### config.mk
export PLATFORM = sky130hd
export DESIGN_NAME = serial_magnitude_comparator_flat
export DESIGN_NICKNAME = d
export VERILOG_FILES = /design/src/rtl/serial_magnitude_comparator_if.sv /design/src/rtl/serial_magnitude_comparator.sv /design/src/flat_wrapper.sv
export SDC_FILE = /design/constraint.sdc
export NUM_CORES = 1
export LEC_CHECK = 0
export BUFFER_PORTS_ARGS = -buffer_cell sky130_fd_sc_hd__buf_2
export CAP_MARGIN = 20
export CORE_MARGIN = 10
export CORE_UTILIZATION = 35
export CTS_BUF_LIST = sky130_fd_sc_hd__clkbuf_4
export CTS_CLUSTER_SIZE = 8
export DETAILED_ROUTE_END_ITERATION = 7
export GPL_TIMING_DRIVEN = 1
export PLACE_DENSITY = 0.55
export SLEW_MARGIN = 25
export SYNTH_ARGS = -nofsm -noshare
export SYNTH_HDL_FRONTEND = slang
export SYNTH_SLANG_ARGS = --single-unit
### constraint.sdc
create_clock -name clk -period 1.9 [get_ports clk]
set_input_delay 0.38 -clock clk [delete_from_list [all_inputs] [get_ports clk]]
set_output_delay 0.38 -clock clk [all_outputs]
set_load 0.05 [all_outputs]
### src/rtl/serial_magnitude_comparator_if.sv
// Handshake and operand/result bundle for the serial magnitude comparator.
// The requester drives start/operands; the comparator drives status and result.
interface serial_magnitude_comparator_if #(
  parameter int WIDTH = 8
);
  logic             start;
  logic             signed_mode;
  logic [WIDTH-1:0] x;
  logic [WIDTH-1:0] y;
  logic             busy;
  logic             done;
  logic             o_gt;
  logic             o_eq;
  logic             o_lt;

  modport master (
    output start, signed_mode, x, y,
    input  busy, done, o_gt, o_eq, o_lt
  );

  modport slave (
    input  start, signed_mode, x, y,
    output busy, done, o_gt, o_eq, o_lt
  );
endinterface

### src/rtl/serial_magnitude_comparator.sv
// MSB-first multi-cycle magnitude comparator, DIGIT bits per clock, with
// signed/unsigned mode, optional early termination and start/busy/done handshake.
module serial_magnitude_comparator #(
  parameter int WIDTH      = 8,
  parameter int DIGIT      = 1,
  parameter int EARLY_EXIT = 1
) (
  input  logic                          clk,
  input  logic                          rst,
  serial_magnitude_comparator_if.slave  bus
);

  localparam int N  = WIDTH / DIGIT;
  localparam int KW = (N > 1) ? $clog2(N) : 1;
  localparam logic [WIDTH-1:0] MSB = WIDTH'(1) << (WIDTH - 1);

  typedef enum logic {IDLE, RUN} state_t;

  state_t           state_q, state_d;
  logic [WIDTH-1:0] xs_q, xs_d;
  logic [WIDTH-1:0] ys_q, ys_d;
  logic [KW-1:0]    k_q, k_d;
  logic             gt_q, gt_d;
  logic             eq_q, eq_d;
  logic             done_q, done_d;
  logic             res_gt_q, res_gt_d;
  logic             res_eq_q, res_eq_d;
  logic             res_lt_q, res_lt_d;

  logic [DIGIT-1:0] xd, yd;
  logic             acc_gt, acc_eq, last;

  // Operands shift left each RUN cycle, so the current digit is always the top one.
  assign xd     = xs_q[WIDTH-1 -: DIGIT];
  assign yd     = ys_q[WIDTH-1 -: DIGIT];
  assign acc_gt = eq_q ? (xd > yd) : gt_q;
  assign acc_eq = eq_q & (xd == yd);
  assign last   = (k_q == KW'(N - 1)) || ((EARLY_EXIT != 0) && !acc_eq);

  always_ff @(posedge clk or posedge rst) begin
    if (rst) state_q <= IDLE;
    else     state_q <= state_d;
  end

  always_comb begin
    state_d = state_q;
    case (state_q)
      IDLE:    if (bus.start) state_d = RUN;
      RUN:     if (last)      state_d = IDLE;
      default: state_d = IDLE;
    endcase
  end

  always_comb begin
    xs_d     = xs_q;
    ys_d     = ys_q;
    k_d      = k_q;
    gt_d     = gt_q;
    eq_d     = eq_q;
    done_d   = 1'b0;
    res_gt_d = res_gt_q;
    res_eq_d = res_eq_q;
    res_lt_d = res_lt_q;
    if (state_q == IDLE) begin
      if (bus.start) begin
        // Flipping the sign bit maps two's-complement order onto unsigned order.
        xs_d = bus.x ^ (bus.signed_mode ? MSB : '0);
        ys_d = bus.y ^ (bus.signed_mode ? MSB : '0);
        k_d  = '0;
        gt_d = 1'b0;
        eq_d = 1'b1;
      end
    end else begin
      xs_d = xs_q << DIGIT;
      ys_d = ys_q << DIGIT;
      k_d  = k_q + KW'(1);
      gt_d = acc_gt;
      eq_d = acc_eq;
      if (last) begin
        done_d   = 1'b1;
        res_gt_d = acc_gt;
        res_eq_d = acc_eq;
        res_lt_d = !acc_gt && !acc_eq;
      end
    end
  end

  always_ff @(posedge clk or posedge rst) begin
    if (rst) begin
      xs_q     <= '0;
      ys_q     <= '0;
      k_q      <= '0;
      gt_q     <= 1'b0;
      eq_q     <= 1'b0;
      done_q   <= 1'b0;
      res_gt_q <= 1'b0;
      res_eq_q <= 1'b0;
      res_lt_q <= 1'b0;
    end else begin
      xs_q     <= xs_d;
      ys_q     <= ys_d;
      k_q      <= k_d;
      gt_q     <= gt_d;
      eq_q     <= eq_d;
      done_q   <= done_d;
      res_gt_q <= res_gt_d;
      res_eq_q <= res_eq_d;
      res_lt_q <= res_lt_d;
    end
  end

  always_comb begin
    bus.busy = (state_q == RUN);
    bus.done = done_q;
    bus.o_gt = res_gt_q;
    bus.o_eq = res_eq_q;
    bus.o_lt = res_lt_q;
  end

endmodule

### src/flat_wrapper.sv
// flat-port wrapper written by rule: the top's interface ports become plain ports
module serial_magnitude_comparator_flat 
#(
  parameter int WIDTH      = 8,
  parameter int DIGIT      = 1,
  parameter int EARLY_EXIT = 1
)
  (clk, rst, bus_start, bus_signed_mode, bus_x, bus_y, bus_busy, bus_done, bus_o_gt, bus_o_eq, bus_o_lt);
  serial_magnitude_comparator_if #(.WIDTH(WIDTH)) bus_i ();
  input  logic clk;
  input  logic rst;
  input wire logic [$bits(bus_i.start)-1:0] bus_start;
  input wire logic [$bits(bus_i.signed_mode)-1:0] bus_signed_mode;
  input wire logic [$bits(bus_i.x)-1:0] bus_x;
  input wire logic [$bits(bus_i.y)-1:0] bus_y;
  output wire logic [$bits(bus_i.busy)-1:0] bus_busy;
  output wire logic [$bits(bus_i.done)-1:0] bus_done;
  output wire logic [$bits(bus_i.o_gt)-1:0] bus_o_gt;
  output wire logic [$bits(bus_i.o_eq)-1:0] bus_o_eq;
  output wire logic [$bits(bus_i.o_lt)-1:0] bus_o_lt;
  assign bus_i.start = bus_start;
  assign bus_i.signed_mode = bus_signed_mode;
  assign bus_i.x = bus_x;
  assign bus_i.y = bus_y;
  assign bus_busy = bus_i.busy;
  assign bus_done = bus_i.done;
  assign bus_o_gt = bus_i.o_gt;
  assign bus_o_eq = bus_i.o_eq;
  assign bus_o_lt = bus_i.o_lt;
  serial_magnitude_comparator #(.WIDTH(WIDTH), .DIGIT(DIGIT), .EARLY_EXIT(EARLY_EXIT)) u_core (.clk(clk), .rst(rst), .bus(bus_i));
endmodule
# Yosys cells after proc, flatten, opt, wreduce, memory -nomap -nowiden
# Index checks and enable logic that the tools add are counted.
[word_totals]
elab_cells = 41
reg_bits = 26
in_bits = 20
output_inout_bits = 5
[classes]
bitwise_logic = 4
n_mux = 17
reduce_logical = 6
n_lt_le_gt_ge = 1
n_addsub = 1
eq_ne = 2
[op_table]
columns = ["op", "count"]
rows = [
  ["8-bit two-way mux", 5],
  ["8-bit XOR", 2],
  ["1-bit two-way mux", 9],
  ["3-bit two-way mux", 2],
  ["3-bit by 1-bit adder with 3-bit output, second input constant", 1],
  ["3-bit equality test, second input constant", 1],
  ["1-bit zero test", 2],
  ["1-bit case mux with 2 select lines", 1],
  ["2-bit AND reduction", 1],
  ["2-bit nonzero test", 1],
  ["1-bit AND", 1],
  ["1-bit equality test", 1],
  ["1-bit > comparator", 1],
  ["1-bit logical AND", 1],
  ["1-bit logical OR", 1],
  ["1-bit NOT", 1],
]

# Depth between registers and ports, before layout
[logic_depth]
depth_word = 6
depth_mapped = 5
depth_no_buf = 5

# Least setup slack after synthesis
# No wires, ideal clock.
[synth_timing]
path_kind = "register -> register"
startpoint = "register u_core.k_q[0]"
endpoint = "register u_core.res_gt_q (netlist: u_core.bus.o_gt)"
synth_period_minus_slack_ps = 1385
t_required_ps = 1775
arrival_time_ps = 1260
slack_ps = 515
setup_time_ps = 125
n_path_buf = 0
stages_incl_launch_ff = 5
path_cell_list = "dfrtp_1 ha_1 ha_1 o21a_4 mux2_4"
[synth_between]
elab_chain_len = 3
[synth_lines]
columns = ["element", "line", "source"]
rows = [
  ["start: declaration", "serial_magnitude_comparator.sv:22", "logic [KW-1:0] k_q, k_d;"],
  ["start signal: assignment", "serial_magnitude_comparator.sv:102", "k_q <= k_d;"],
  ["3-bit equality test", "serial_magnitude_comparator.sv:38", "assign last = (k_q == KW'(N - 1)) || ((EARLY_EXIT != 0) && !acc_eq);"],
  ["1-bit logical OR", "serial_magnitude_comparator.sv:38", ""],
  ["2-bit AND reduction (no line)", "-", ""],
  ["end signal: assignment", "serial_magnitude_comparator.sv:106", "res_gt_q <= res_gt_d;"],
  ["end: declaration", "serial_magnitude_comparator.sv:26", "logic res_gt_q, res_gt_d;"],
]
# No other way between the ends.
# A chain may end at the register's enable or synchronous reset.

# Final worst setup path
# Same ends and word-level chain as after synthesis.

==> flow_metrics.env <==
export IMPL_outcome="finished, final reports clean"
export IMPL_syn_instance_count=107
export IMPL_ant_nets=0
export IMPL_critPathMostFrequentCell="ha_1"
export IMPL_slowest_stage="dfrtp_1"
export IMPL_ys_ff_latch=26
export IMPL_drcViolationCount=0
export IMPL_fmax_mhz=692
export IMPL_vdd_drop_max_uv=457
export IMPL_required_ns=2.11
export IMPL_rows=21
export IMPL_hp_class="primary input to asynchronous set/reset pin"
export IMPL_antenna_cells=0
export IMPL_finalSetupTns_ns=0
export IMPL_final_cell_area_um2=1370
export IMPL_cts_tree="done"
export IMPL_io_pins=25
export IMPL_grt_pass1_vias=849
export IMPL_r2r_cells=4
export IMPL_finalNonFillerCells=179
export IMPL_overflow=0
export IMPL_slew_violations=0
export IMPL_cts_repair_resized=0
export IMPL_tightest_slew_ns=0.327
export IMPL_grt_start_max_net_pins=27
export IMPL_post_place_ws_ns=0.472
export IMPL_die_area_um2=6110
export IMPL_placed_cell_area_um2=1350
export IMPL_fin_hold_ws_ns=0.0912
export IMPL_cts_setup_buffers=0
export IMPL_dp_cells=175
export IMPL_ys_seq_area_share_pct=55.0
export IMPL_portBuffers=24
export IMPL_start_kind="register"
export IMPL_cp_depth=4
export IMPL_cp_cell_sequence="ha_1, ha_1, o21a_4, mux2_4"
export IMPL_cts_buffer_depth=2
export IMPL_p_per_area_nw_per_um2=1450
export IMPL_clk_pin_slew_ns=0.13
export IMPL_critPathMaxFanout=4
export IMPL_final_cell_mix="dfrtp_1, buf_2, nand2_1"
export IMPL_grt_util_all_layers_pct=7.29
export IMPL_setup_violations=0
export IMPL_start_util_pct=35.8
export IMPL_endpoint_kind="register"
export IMPL_skew_ns=0.00303
export IMPL_die_x_um=78.2
export IMPL_criticalPathCategory="register to register"
export IMPL_numCtsBuffers=3
export IMPL_antenna_found_initial=0
export IMPL_rsz0062_at_grt="false"
export IMPL_place_gp_congestion=0.758
export IMPL_drtIter0Drc=40
export IMPL_worstPathArrival_ns=1.66
export IMPL_final_nets=157
export IMPL_cpPeakStageDelay_ns=0.42
export IMPL_critPathBufInv=0
export IMPL_grt_pass1_wl_um=3680
export IMPL_avgViaCountPerCell=4.59
export IMPL_clk_latency_ns=0.31
export IMPL_drive_gt1_share_pct=26.3
export IMPL_yosys_warnings=0
export IMPL_relSlewSlack_pct=78.2
export IMPL_hpwl_um=1630
export IMPL_leakage_uw=0.000705
export IMPL_cts_hold_buffers=0
export IMPL_ys_types=19
export IMPL_synthesis_area_um2=1180
export IMPL_synth_nets=130
export IMPL_synthToLayoutAreaGrowth_pct=16.0
export IMPL_postLayoutSetupSlackWorst_ns=0.456
export IMPL_die_h_um=78.2
export IMPL_cts_root_buf="clkbuf_4"
export IMPL_layout_commonest_cell="dfrtp_1"
export IMPL_vias=821
export IMPL_htreeDepth=1
export IMPL_routedWlPerCell_um=12.0
export IMPL_cts_sinks=26
export IMPL_cp_top_family="flip-flops"
export IMPL_syn_avg_cell_area_um2=11.1
export IMPL_period_share_pct=76.0
export IMPL_routed_wl_um=2160
export IMPL_multi_input_area_um2=469
export IMPL_period_needed_ns=1.44
export IMPL_coreArea_um2=3310
export IMPL_cap_viol_max_count=0
export IMPL_hold_violations=0
export IMPL_regArea_um2=651
export IMPL_nFillCells=361
export IMPL_drt_pass1_iterations=4
## area by class of cell
type / instances / share of cell area, %
clock buffer: 3 / 1.64
multi-input combinational: 70 / 34.2
tap: 46 / 4.19
timing repair buffer: 28 / 10.9
inverter: 5 / 1.37
clock inverter: 1 / 0.273
sequential: 26 / 47.4
## final timing paths
check | startpoint | endpoint | slack (ns)
worst min-delay path | rst | u_core.bus.busy | 0.09
worst min register to register | u_core.xs_q[4] | u_core.xs_q[5] | 0.50
max in group asynchronous | rst | u_core.xs_q[4] | 1.56
worst max-delay path | u_core.k_q[0] | u_core.bus.o_gt | 0.46
worst max register to register | u_core.k_q[0] | u_core.bus.o_gt | 0.46
min in group clk | bus_y[0] | u_core.ys_q[0] | 0.30
## cells by family after synthesis
logic type,synth area share (%)
AO/OA/AOI/OAI,11.7
XOR/XNOR,1.48
flip-flops,55.0
buffers and inverters,5.39
multiplexers,15.7
adder cells (fa/ha/maj),3.17
AND/OR/NAND/NOR,7.50
## worst reg2reg max path, delay by kind of cell, from the launching register on
family | cells | cell delay [ns]
multiplexers | 1 | 0.29
adder cells (fa/ha/maj) | 2 | 0.41
flip-flops | 1 | 0.42
AO/OA/AOI/OAI | 1 | 0.24
## routing by layer
layer | track usage (%) | vias to the layer above | share of wire (%)
li1 | - | 414 | -
met1 | 8.09 | 390 | 48
met2 | 12.0 | 15 | 45
met3 | 2.96 | 2 | 6.2
met4 | 3.23 | 0 | 0.93
met5 | 0 | - | 0
## registers in the layout, indices dropped and copies added (netlist names)
signal and flops:
u_core.bus.busy 1, u_core.eq_q 1, u_core.bus.o_eq 1, u_core.bus.o_lt 1, u_core.xs_q 8, u_core.bus.done 1, u_core.gt_q 1, u_core.bus.o_gt 1
u_core.ys_q 8, u_core.k_q 3
## power breakdown
part / total, uW / internal [uW] / switching (uW)
Combinational: 829 / 320 / 509
Clock: 229 / 76.7 / 152
Sequential: 926 / 795 / 131
## cells in the mapped netlist
cell	instances	area, um2
dfrtp_1	26	651
nand2_1	18	67.6
mux2i_1	16	160
o21ai_0	16	80.1
inv_1	5	18.8
a21oi_1	4	20.0
nor2_1	4	15.0
buf_2	3	15.0
ha_1	3	37.5
a22o_1	2	17.5
xor2_1	2	17.5
buf_6	1	11.3
buf_8	1	15.0
clkbuf_1	1	3.75
mux2_2	1	11.3
mux2_4	1	15.0
nand2_2	1	6.26
o21a_4	1	15.0
o22ai_1	1	6.26
## per-stage QoR
stage          util [%]  power [uW]
6_report           41.5        1980
5_1_grt            41.5        2160
4_1_cts            41.5        2020
3_5_place_dp       40.7        1780
3_3_place_gp       40.7        1750
2_1_floorplan         -        1580
Power figures use the tool's default switching activity.
